File: src/rtl/fir_channel_arbiter.sv
`timescale 1ns/1ps
// fir_channel_arbiter: round-robin sharing of one FIR core between two sample channels.
// Optional watchdog on ISSUE/BUSY/RECOVER enabled by FIR_ARB_TIMEOUT_EN.
module fir_channel_arbiter #(
  parameter int DATA_W  = 16,
  parameter int TMO_CYC = 31
) (
  input  logic              clk,
  input  logic              n_reset,
  input  logic [1:0]        req,
  input  logic [DATA_W-1:0] sample0,
  input  logic [DATA_W-1:0] sample1,
  output logic [1:0]        ack,
  output logic              fir_dr,
  output logic [DATA_W-1:0] fir_sample,
  input  logic              fir_modwait,
  input  logic              fir_err,
  input  logic [DATA_W-1:0] fir_result,
  output logic [DATA_W-1:0] result,
  output logic              result_valid,
  output logic              result_ch,
  output logic [1:0]        err_flag,
  output logic              busy
);
  typedef enum logic [2:0] {IDLE, ISSUE, BUSY, DONE, ERR, RECOVER} state_t;
  state_t state, state_next;
  logic gch, last_grant, pick, tmo_hit, waiting;
  assign pick    = (req == 2'b11) ? ~last_grant : req[1];
  assign waiting = (state == ISSUE) || (state == BUSY) || (state == RECOVER);
  assign fir_dr       = (state == ISSUE) || (state == ERR);
  assign result_valid = (state == DONE);
  assign busy         = (state != IDLE);
  // an error seen while still issuing skips the ack, so the request stays pending
  always_comb begin
    state_next = state;
    case (state)
      IDLE:    state_next = |req ? ISSUE : IDLE;
      ISSUE:   state_next = fir_err ? ERR : fir_modwait ? BUSY : ISSUE;
      BUSY:    state_next = fir_modwait ? BUSY : fir_err ? ERR : DONE;
      DONE:    state_next = IDLE;
      ERR:     state_next = RECOVER;
      RECOVER: state_next = (fir_err || fir_modwait) ? RECOVER : IDLE;
      default: state_next = IDLE;
    endcase
    if (tmo_hit) state_next = IDLE;
  end
`ifdef FIR_ARB_TIMEOUT_EN
  localparam int TW = $clog2(TMO_CYC + 1);
  logic [TW-1:0] tmo;
  assign tmo_hit = waiting && (tmo == TW'(TMO_CYC - 1));
  always_ff @(posedge clk or negedge n_reset)
    if (!n_reset) tmo <= '0;
    else tmo <= (waiting && state_next == state) ? tmo + TW'(1) : '0;
`else
  assign tmo_hit = 1'b0;
`endif
  always_ff @(posedge clk or negedge n_reset)
    if (!n_reset) begin
      state      <= IDLE;
      gch        <= 1'b0;
      last_grant <= 1'b1;
      fir_sample <= '0;
      ack        <= '0;
      result     <= '0;
      result_ch  <= 1'b0;
      err_flag   <= '0;
    end else begin
      state <= state_next;
      ack   <= (state == ISSUE && state_next == BUSY) ? (gch ? 2'b10 : 2'b01) : 2'b00;
      if (state == IDLE && |req) begin
        gch        <= pick;
        fir_sample <= pick ? sample1 : sample0;
      end
      if (state == ISSUE && state_next == BUSY) last_grant <= gch;
      if (state == BUSY && state_next == DONE) begin
        result        <= fir_result;
        result_ch     <= gch;
        err_flag[gch] <= 1'b0;
      end
      if (state_next == ERR || tmo_hit) err_flag[gch] <= 1'b1;
    end
endmodule

File: config.mk
export PLATFORM = sky130hd
export DESIGN_NAME = fir_channel_arbiter
export DESIGN_NICKNAME = d
export VERILOG_FILES = /design/src/rtl/fir_channel_arbiter.sv
export SDC_FILE = /design/constraint.sdc
export NUM_CORES = 1
export LEC_CHECK = 0
export CAP_MARGIN = 30
export CORE_UTILIZATION = 41
export DETAILED_ROUTE_END_ITERATION = 12
export PLACE_DENSITY = 0.83
export REMOVE_ABC_BUFFERS = 1
export SLEW_MARGIN = 20
export SYNTH_ARGS = -nofsm -noshare
export SYNTH_HDL_FRONTEND = slang
export SYNTH_SLANG_ARGS = --single-unit
File: constraint.sdc
create_clock -name clk -period 2 [get_ports clk]
set_input_delay 0.4 -clock clk [delete_from_list [all_inputs] [get_ports clk]]
set_output_delay 0.4 -clock clk [all_outputs]
set_load 0.1 [all_outputs]
# ---- Word level (Yosys, flattened, before mapping)
# Index checks and enable logic that the tools add are counted.
dict set report op_classes {
  shift 0
  n_eq_ne 9
  reduce_logical 9
  n_addsub 0
  order_cmp 2
  bitwise_logic 4
  n_div 0
  n_mux 15
  mul 0
}
# op count
set ops {}
lappend ops {{16-bit two-way mux} 1}
lappend ops {{3-bit one-hot mux with 5 select lines} 1}
lappend ops {{3-bit by 2-bit equality test with 1-bit output, second input constant} 4}
lappend ops {{3-bit two-way mux} 4}
lappend ops {{2-bit two-way mux} 5}
lappend ops {{3-bit equality test, second input constant} 3}
lappend ops {{1-bit logical AND} 4}
lappend ops {{3-bit by 1-bit equality test with 1-bit output, second input constant} 1}
lappend ops {{3-bit zero test} 1}
lappend ops {{1-bit two-way mux} 3}
lappend ops {{3-bit nonzero test} 1}
lappend ops {{2-bit AND} 1}
lappend ops {{2-bit equality test, second input constant} 1}
lappend ops {{1-bit logical OR} 2}
lappend ops {{1-bit by 2-bit less-than comparator with 1-bit output, second input constant} 1}
lappend ops {{2-bit inverter} 1}
lappend ops {{2-bit bitwise OR} 1}
lappend ops {{2-bit OR reduction} 1}
lappend ops {{1-bit demux with 1-bit select} 1}
lappend ops {{1-bit greater-or-equal comparator, second input constant} 1}
lappend ops {{1-bit inverter} 1}
dict set report word_totals {
  regBits 42
  mem_count 0
  in_bits 54
  ramBits 0
  out_inout_bits 40
  elab_cells 47
  latchBits 0
  mem_bits_ro 0
}

# ---- Depth between registers and ports, before layout
# Gate-level depths: netlist of run 1.
dict set report depth {
  word_depth 9
  mapped_depth 6
  mapped_depth_nobuf 3
}

# ---- Worst setup path after synthesis of run 1
# No wires, ideal clock.
dict set report synth_path {
  path_kind {register to output}
  startpoint {reg state[0]}
  endpoint {out fir_dr}
  stages_incl_launch_ff 4
  n_path_buf 1
  arrival_ns 1.911
  slack_ns -0.311
  t_required_ns 1.600
  path_cell_list {dfrtp_1 -> buf_6 -> xnor2_1 -> nor2_1}
}
dict set report synth_between {
  elab_chain_cells 2
  word_cells_on_any_way 3
  classes_between {eq/ne (2); reduce/logical (1)}
}
# item line
set synth_rtl {}
lappend synth_rtl {{start, declared} 26} ;# state_t state, state_next;
lappend synth_rtl {{start signal, assigned} 68} ;# state <= state_next;
lappend synth_rtl {{3-bit by 1-bit equality test with 1-bit output / 3-bit equality test (equally long branches)} 30} ;# assign fir_dr = (state == ISSUE) || (state == ERR);
lappend synth_rtl {{1-bit logical OR (*)} 30}
lappend synth_rtl {{end, declared} 14} ;# output logic fir_dr,
# Mark *: on every way between the ends. The rest lies on a longest branch, timed or not.

# ---- Worst setup path after layout of run 1
dict set report layout_path {
  startpoint {reg state[0]}
  endpoint {out busy}
}
dict set report layout_between {
  elab_chain_cells 1
}
# item line
set layout_rtl {}
lappend layout_rtl {{3-bit nonzero test} 32} ;# assign busy = (state != IDLE);
lappend layout_rtl {{end, declared} 23} ;# output logic busy
# Every way passes these cells.

==> flow_metrics.tcl, run 1 <==
set metrics [dict create \
    fillers 354 \
    antenna_found_initial 0 \
    hp-class "primary input to asynchronous set/reset pin" \
    core_area_um2 4500 \
    postCtsSetupBuffers 0 \
    wl_per_cell_um 17.2 \
    diodes 0 \
    finish.utilization 0.672 \
    port_buffers 93 \
    die_h_um 71.5 \
    yosysTopAreaCellShare 0.519 \
    drcViolationCount 0 \
    boundaryPins 94 \
    cts_max_level 2 \
    outcome "complete, no violations" \
    cts_buffers 5 \
    initial_utilization 0.439 \
    finalMaxSlewViolations 0 \
    syn_area_per_cell_um2 13.8 \
    syn_inst 143 \
    cts_buffer_depth 2 \
    grt_pass1_vias 1620 \
    dp.cells 285 \
    start_kind "register" \
    ctsResizeCount 0 \
    num_rows 24 \
    crit_type "register to primary output" \
    cp.arrival_ps 1460 \
    hold_viol_final 0 \
    syn_to_final_growth_pct 53.0 \
    first_pass_iters 4 \
    cts_tree "done" \
    worst_pin_slew_ps 497 \
    vias_per_cell 5.44 \
    synth_area_leaders "dfrtp_1 (52%), a2bb2oi_2 (7.6%), o32ai_1 (7.1%)" \
    ys_ff_latch 42 \
    place_hpwl_um 3650 \
    finalSetupViolations 0 \
    layout.nets 295 \
    maxCapViolations 0 \
    routed_wl_um 5040 \
    fmax_mhz 539 \
    cts.sinks 42 \
    insertion_delay_ps 290 \
    stdcell_count 294 \
    syn_area_um2 1980 \
    root_buffer "clkbuf_8" \
    grt_pass1_wl_um 7950 \
    die_w_um 71.5 \
    gp_congestion 0.808 \
    yosysUniqueCellTypes 38 \
    cp-end-kind "primary output" \
    required_ps 1600 \
    grt.total_usage 0.202 \
    ys_warn_count 0 \
    drive_above_1_share 0.347 \
    vias 1600 \
    maxSlewHeadroom 0.668 \
    path_max_fanout 11 \
    cts.clk_slew.worst_paths_ps 80 \
    synth_top_area_cell "dfrtp_1" \
    grt.overflow.total 0 \
    most-common-layout-cells "clkdlybuf4s50_1 (52), buf_4 (44), dfrtp_1 (41), o32ai_1 (16), a2bb2oi_2 (10)" \
    setup_tns_ps 0 \
    ys_seq_area_frac 0.532 \
    worst_clock_skew_ps 7.62 \
    grt_max_degree 37 \
    final_common_cell "clkdlybuf4s50_1" \
    drt-initial-drc-count 80 \
    fin_crit_ps 1860 \
    rsz0062_at_grt "false" \
    ant_nets 0 \
    die_area_um2 5110 \
    fin_crit_sh 0.928 \
]
[layer usage]
metal / part of all wire / global-route usage / vias up / wire (um)
met4: 0.022 / 0.0806 / 0 / 109
li1: - / - / 742 / -
met2: 0.50 / 0.346 / 75 / 2510
met3: 0.070 / 0.0534 / 9 / 352
met1: 0.41 / 0.243 / 774 / 2070
met5: 0 / 0 / - / 0
[final cells by class]
class	count	area (um2)	area share
Clock buffer	5	68.8	0.0227
Tap cell	52	65.1	0.0215
Inverter	3	11.3	0.00372
Sequential cell	42	1050	0.348
Timing Repair Buffer	103	966	0.319
Clock inverter	3	40.0	0.0132
Multi-Input combinational cell	86	823	0.272
[cell usage after synthesis (all sizes together)]
library cell and number:
dfrtp 41, a2bb2oi 16, mux2 16, o32ai 16, buf 7, clkbuf 5, nor2b 5, inv 3
nor2 3, o21ai 3, a21bo 2, a21o 2, a21oi 2, nand2 2, nand2b 2, nand3 2
nor3 2, o21a 2, o2bb2ai 2, or3 2, and3b 1, dfstp 1, mux2i 1, nand3b 1
nor3b 1, nor4 1, nor4b 1, xnor2 1
[sequential cells by signal, indices dropped and copies added (netlist names), named ones only]
name and count:
fir_sample 16, ack 2, result_ch 1, last_grant 1, result 16, gch 1
state 3
[timing repair]
item | in CTS | in global routing
hold buffers | 1 | 0
hold endpoints to repair | 6 | 0
setup endpoints to repair | 0 | 0
[per-stage QoR]
step / instance area (um2) / hold WS [ps] / setup WS [ps]
finish: 3030 / 467 / 144
global route: 3030 / 473 / 28.6
CTS: 3030 / 453 / 133
detailed placement: 2910 / 234 / 42.2
global placement: 2900 / 233 / -154
floorplan: 1890 / 104 / -297
[worst max-delay path, cell delays in order (launching register included)]
cell and delay [ps]:
dfrtp_1 520, nor3_4 380, inv_2 90, buf_12 180
[final timing paths]
kind,startpoint,endpoint,slack (ps),cells after the start
setup / recovery,state[0]$_DFF_PN0_,busy,140,3
setup reg to reg,state[0]$_DFF_PN0_,fir_sample[15]$_DFFE_PN0P_,310,4
hold / removal,n_reset,result[3]$_DFFE_PN0P_,470,2
hold reg to reg,result_ch$_DFFE_PN0P_,result_ch$_DFFE_PN0P_,500,1
max in group asynchronous,n_reset,last_grant$_DFFE_PN1P_,840,3
min in group clk,result_ch$_DFFE_PN0P_,result_ch$_DFFE_PN0P_,500,1
[cell families after synthesis]
| family | count (synthesis) | share of synthesized area |
|---|---|---|
| multiplexers | 17 | 0.113 |
| AND/OR/NAND/NOR | 23 | 0.0784 |
| flip-flops | 42 | 0.532 |
| XOR/XNOR | 1 | 0.00443 |
| AO/OA/AOI/OAI | 45 | 0.220 |
| buffers and inverters | 15 | 0.0519 |
Power of run 1 is not shown: default switching activity piles up to over one toggle a cycle in this logic, so the estimate is an artifact.
==> inputs of run 2 (changes only) <==
--- a/config.mk
+++ b/config.mk
@@ -10,7 +10,7 @@
 export DETAILED_ROUTE_END_ITERATION = 12
 export PLACE_DENSITY = 0.83
 export REMOVE_ABC_BUFFERS = 1
-export SLEW_MARGIN = 20
+export SLEW_MARGIN = 5
 export SYNTH_ARGS = -nofsm -noshare
 export SYNTH_HDL_FRONTEND = slang
 export SYNTH_SLANG_ARGS = --single-unit
==> results of run 2 <==
Final layout, timing and power as in run 1 (identical DEF).
Power of run 2 is left out for the same reason.
==> inputs of run 3 (changes only) <==
--- a/config.mk
+++ b/config.mk
@@ -8,7 +8,8 @@
 export CAP_MARGIN = 30
 export CORE_UTILIZATION = 41
 export DETAILED_ROUTE_END_ITERATION = 12
-export PLACE_DENSITY = 0.83
+export PLACE_DENSITY = 0.91
+export RECOVER_POWER = 50
 export REMOVE_ABC_BUFFERS = 1
 export SLEW_MARGIN = 5
 export SYNTH_ARGS = -nofsm -noshare
==> flow_metrics.tcl, run 3 (synthesis results as in run 1) <==
set metrics [dict create \
    cts_max_level 2 \
    biggestRegsByFlops "fir_sample (16), result (16), state (3)" \
    vias_per_cell 5.33 \
    die_w_um 71.5 \
    layout.nets 299 \
    place_hpwl_um 3660 \
    required_ps 1600 \
    fmax_mhz 546 \
    diodes 0 \
    gp_congestion 0.765 \
    die_h_um 71.5 \
    boundaryPins 94 \
    fin_crit_sh 0.916 \
    start_kind "register" \
    drt-initial-drc-count 85 \
    core_area_um2 4500 \
    routed_wl_um 4890 \
    cts_tree "done" \
    critPathLaunch "state[2]$_DFF_PN0_" \
    syn_to_final_growth_pct 48.7 \
    grt_pass1_wl_um 7870 \
    rr_endpoint "result[15]$_DFFE_PN0P_" \
    path_max_fanout 10 \
    initial_utilization 0.439 \
    cts_buffer_depth 2 \
    cts.clk_slew.worst_paths_ps 80 \
    rsz0062_at_grt "false" \
    fillers 354 \
    port_buffers 93 \
    worst_pin_slew_ps 1300 \
    first_pass_iters 5 \
    die_area_um2 5110 \
    finalSetupViolations 0 \
    multiInputGateArea_um2 823 \
    cp-end-kind "primary output" \
    vias 1588 \
    hold_viol_final 0 \
    rrSetupSlack_ps 390 \
    grt_max_degree 26 \
    final_common_cell "clkdlybuf4s50_1" \
    seq_area_um2 1050 \
    wl_per_cell_um 16.4 \
    root_buffer "clkbuf_8" \
    hold_slack_ps 379 \
    worst_clock_skew_ps 7.52 \
    most-common-layout-cells "clkdlybuf4s50_1 (52), dfrtp_1 (41), buf_4 (29), clkbuf_2 (20), o32ai_1 (16)" \
    finalMaxSlewViolations 0 \
    maxCapViolations 0 \
    cp.arrival_ps 1430 \
    fin_crit_ps 1830 \
    insertion_delay_ps 290 \
    outcome "complete, no violations" \
    holdBufCountCts 0 \
    num_rows 24 \
    crit_path_end "busy" \
    rr_startpoint "state[1]$_DFF_PN0_" \
    hp-class "primary input to asynchronous set/reset pin" \
    finish.utilization 0.653 \
    grt.total_usage 0.197 \
    cts.sinks 42 \
    cts_buffers 5 \
    grt.overflow.total 0 \
    maxSlewHeadroom 0.133 \
    drcViolationCount 0 \
    drive_above_1_share 0.337 \
    ant_nets 0 \
    r2r_cells 4 \
    grt_pass1_vias 1639 \
    crit_type "register to primary output" \
    antenna_found_initial 0 \
]
==> run 3: changes by cell type in the layout (fill, tap and decap cells not counted), moves of 2 or more <==
cell / change
clkbuf_2: +20
buf_4: -15
clkbuf_1: +6
buf_12: -2
clkinv_2: -2
==> run 3: metrics by stage <==
stage	instance area [um2]	instances	setup TNS, ps	setup WS (ps)
2_1_floorplan	1890	131	-336	-297
3_3_place_gp	2890	286	-1580	-113
3_5_place_dp	2890	286	-1790	-144
4_1_cts	2970	294	0	75.1
5_1_grt	2940	298	0	73.5
6_report	2940	298	0	168
==> run 3: area by class of cell <==
class	count	area share
multi-input combinational	86	0.280
tap	52	0.0221
sequential	42	0.358
inverter	3	0.00383
clock buffer	8	0.0272
timing repair buffer	107	0.309
==> run 3: what timing repair did <==
item,4_1_cts,5_1_grt
resized for setup,0,0
hold endpoints to repair,0,0
buffers inserted,0,3
setup endpoints to repair,0,1
==> run 3: critical path, stage by stage, from the launching register on <==
cell and delay [ps]:
dfrtp_1 520, nor3_4 370, inv_2 80, buf_12 170
==> run 3: worst min path at each step <==
stage                     startpoint                          to  slack [ps]
after floorplan              n_reset  asynchronous set/reset pin         100
final                        n_reset      result[10]$_DFFE_PN0P_         380
after global placement       n_reset       result[2]$_DFFE_PN0P_         410
after CTS                    n_reset       result[1]$_DFFE_PN0P_         100
after global routing         n_reset      result[10]$_DFFE_PN0P_         480
after detailed placement     n_reset       result[1]$_DFFE_PN0P_         420
==> run 3: layer usage <==
layer,share of wire,GRT usage,vias up
met5,0,0,-
met4,0.018,0.0719,0
met3,0.045,0.0422,10
met2,0.51,0.342,52
met1,0.43,0.243,779
li1,-,-,747
Power of run 3 is left out for the same reason.
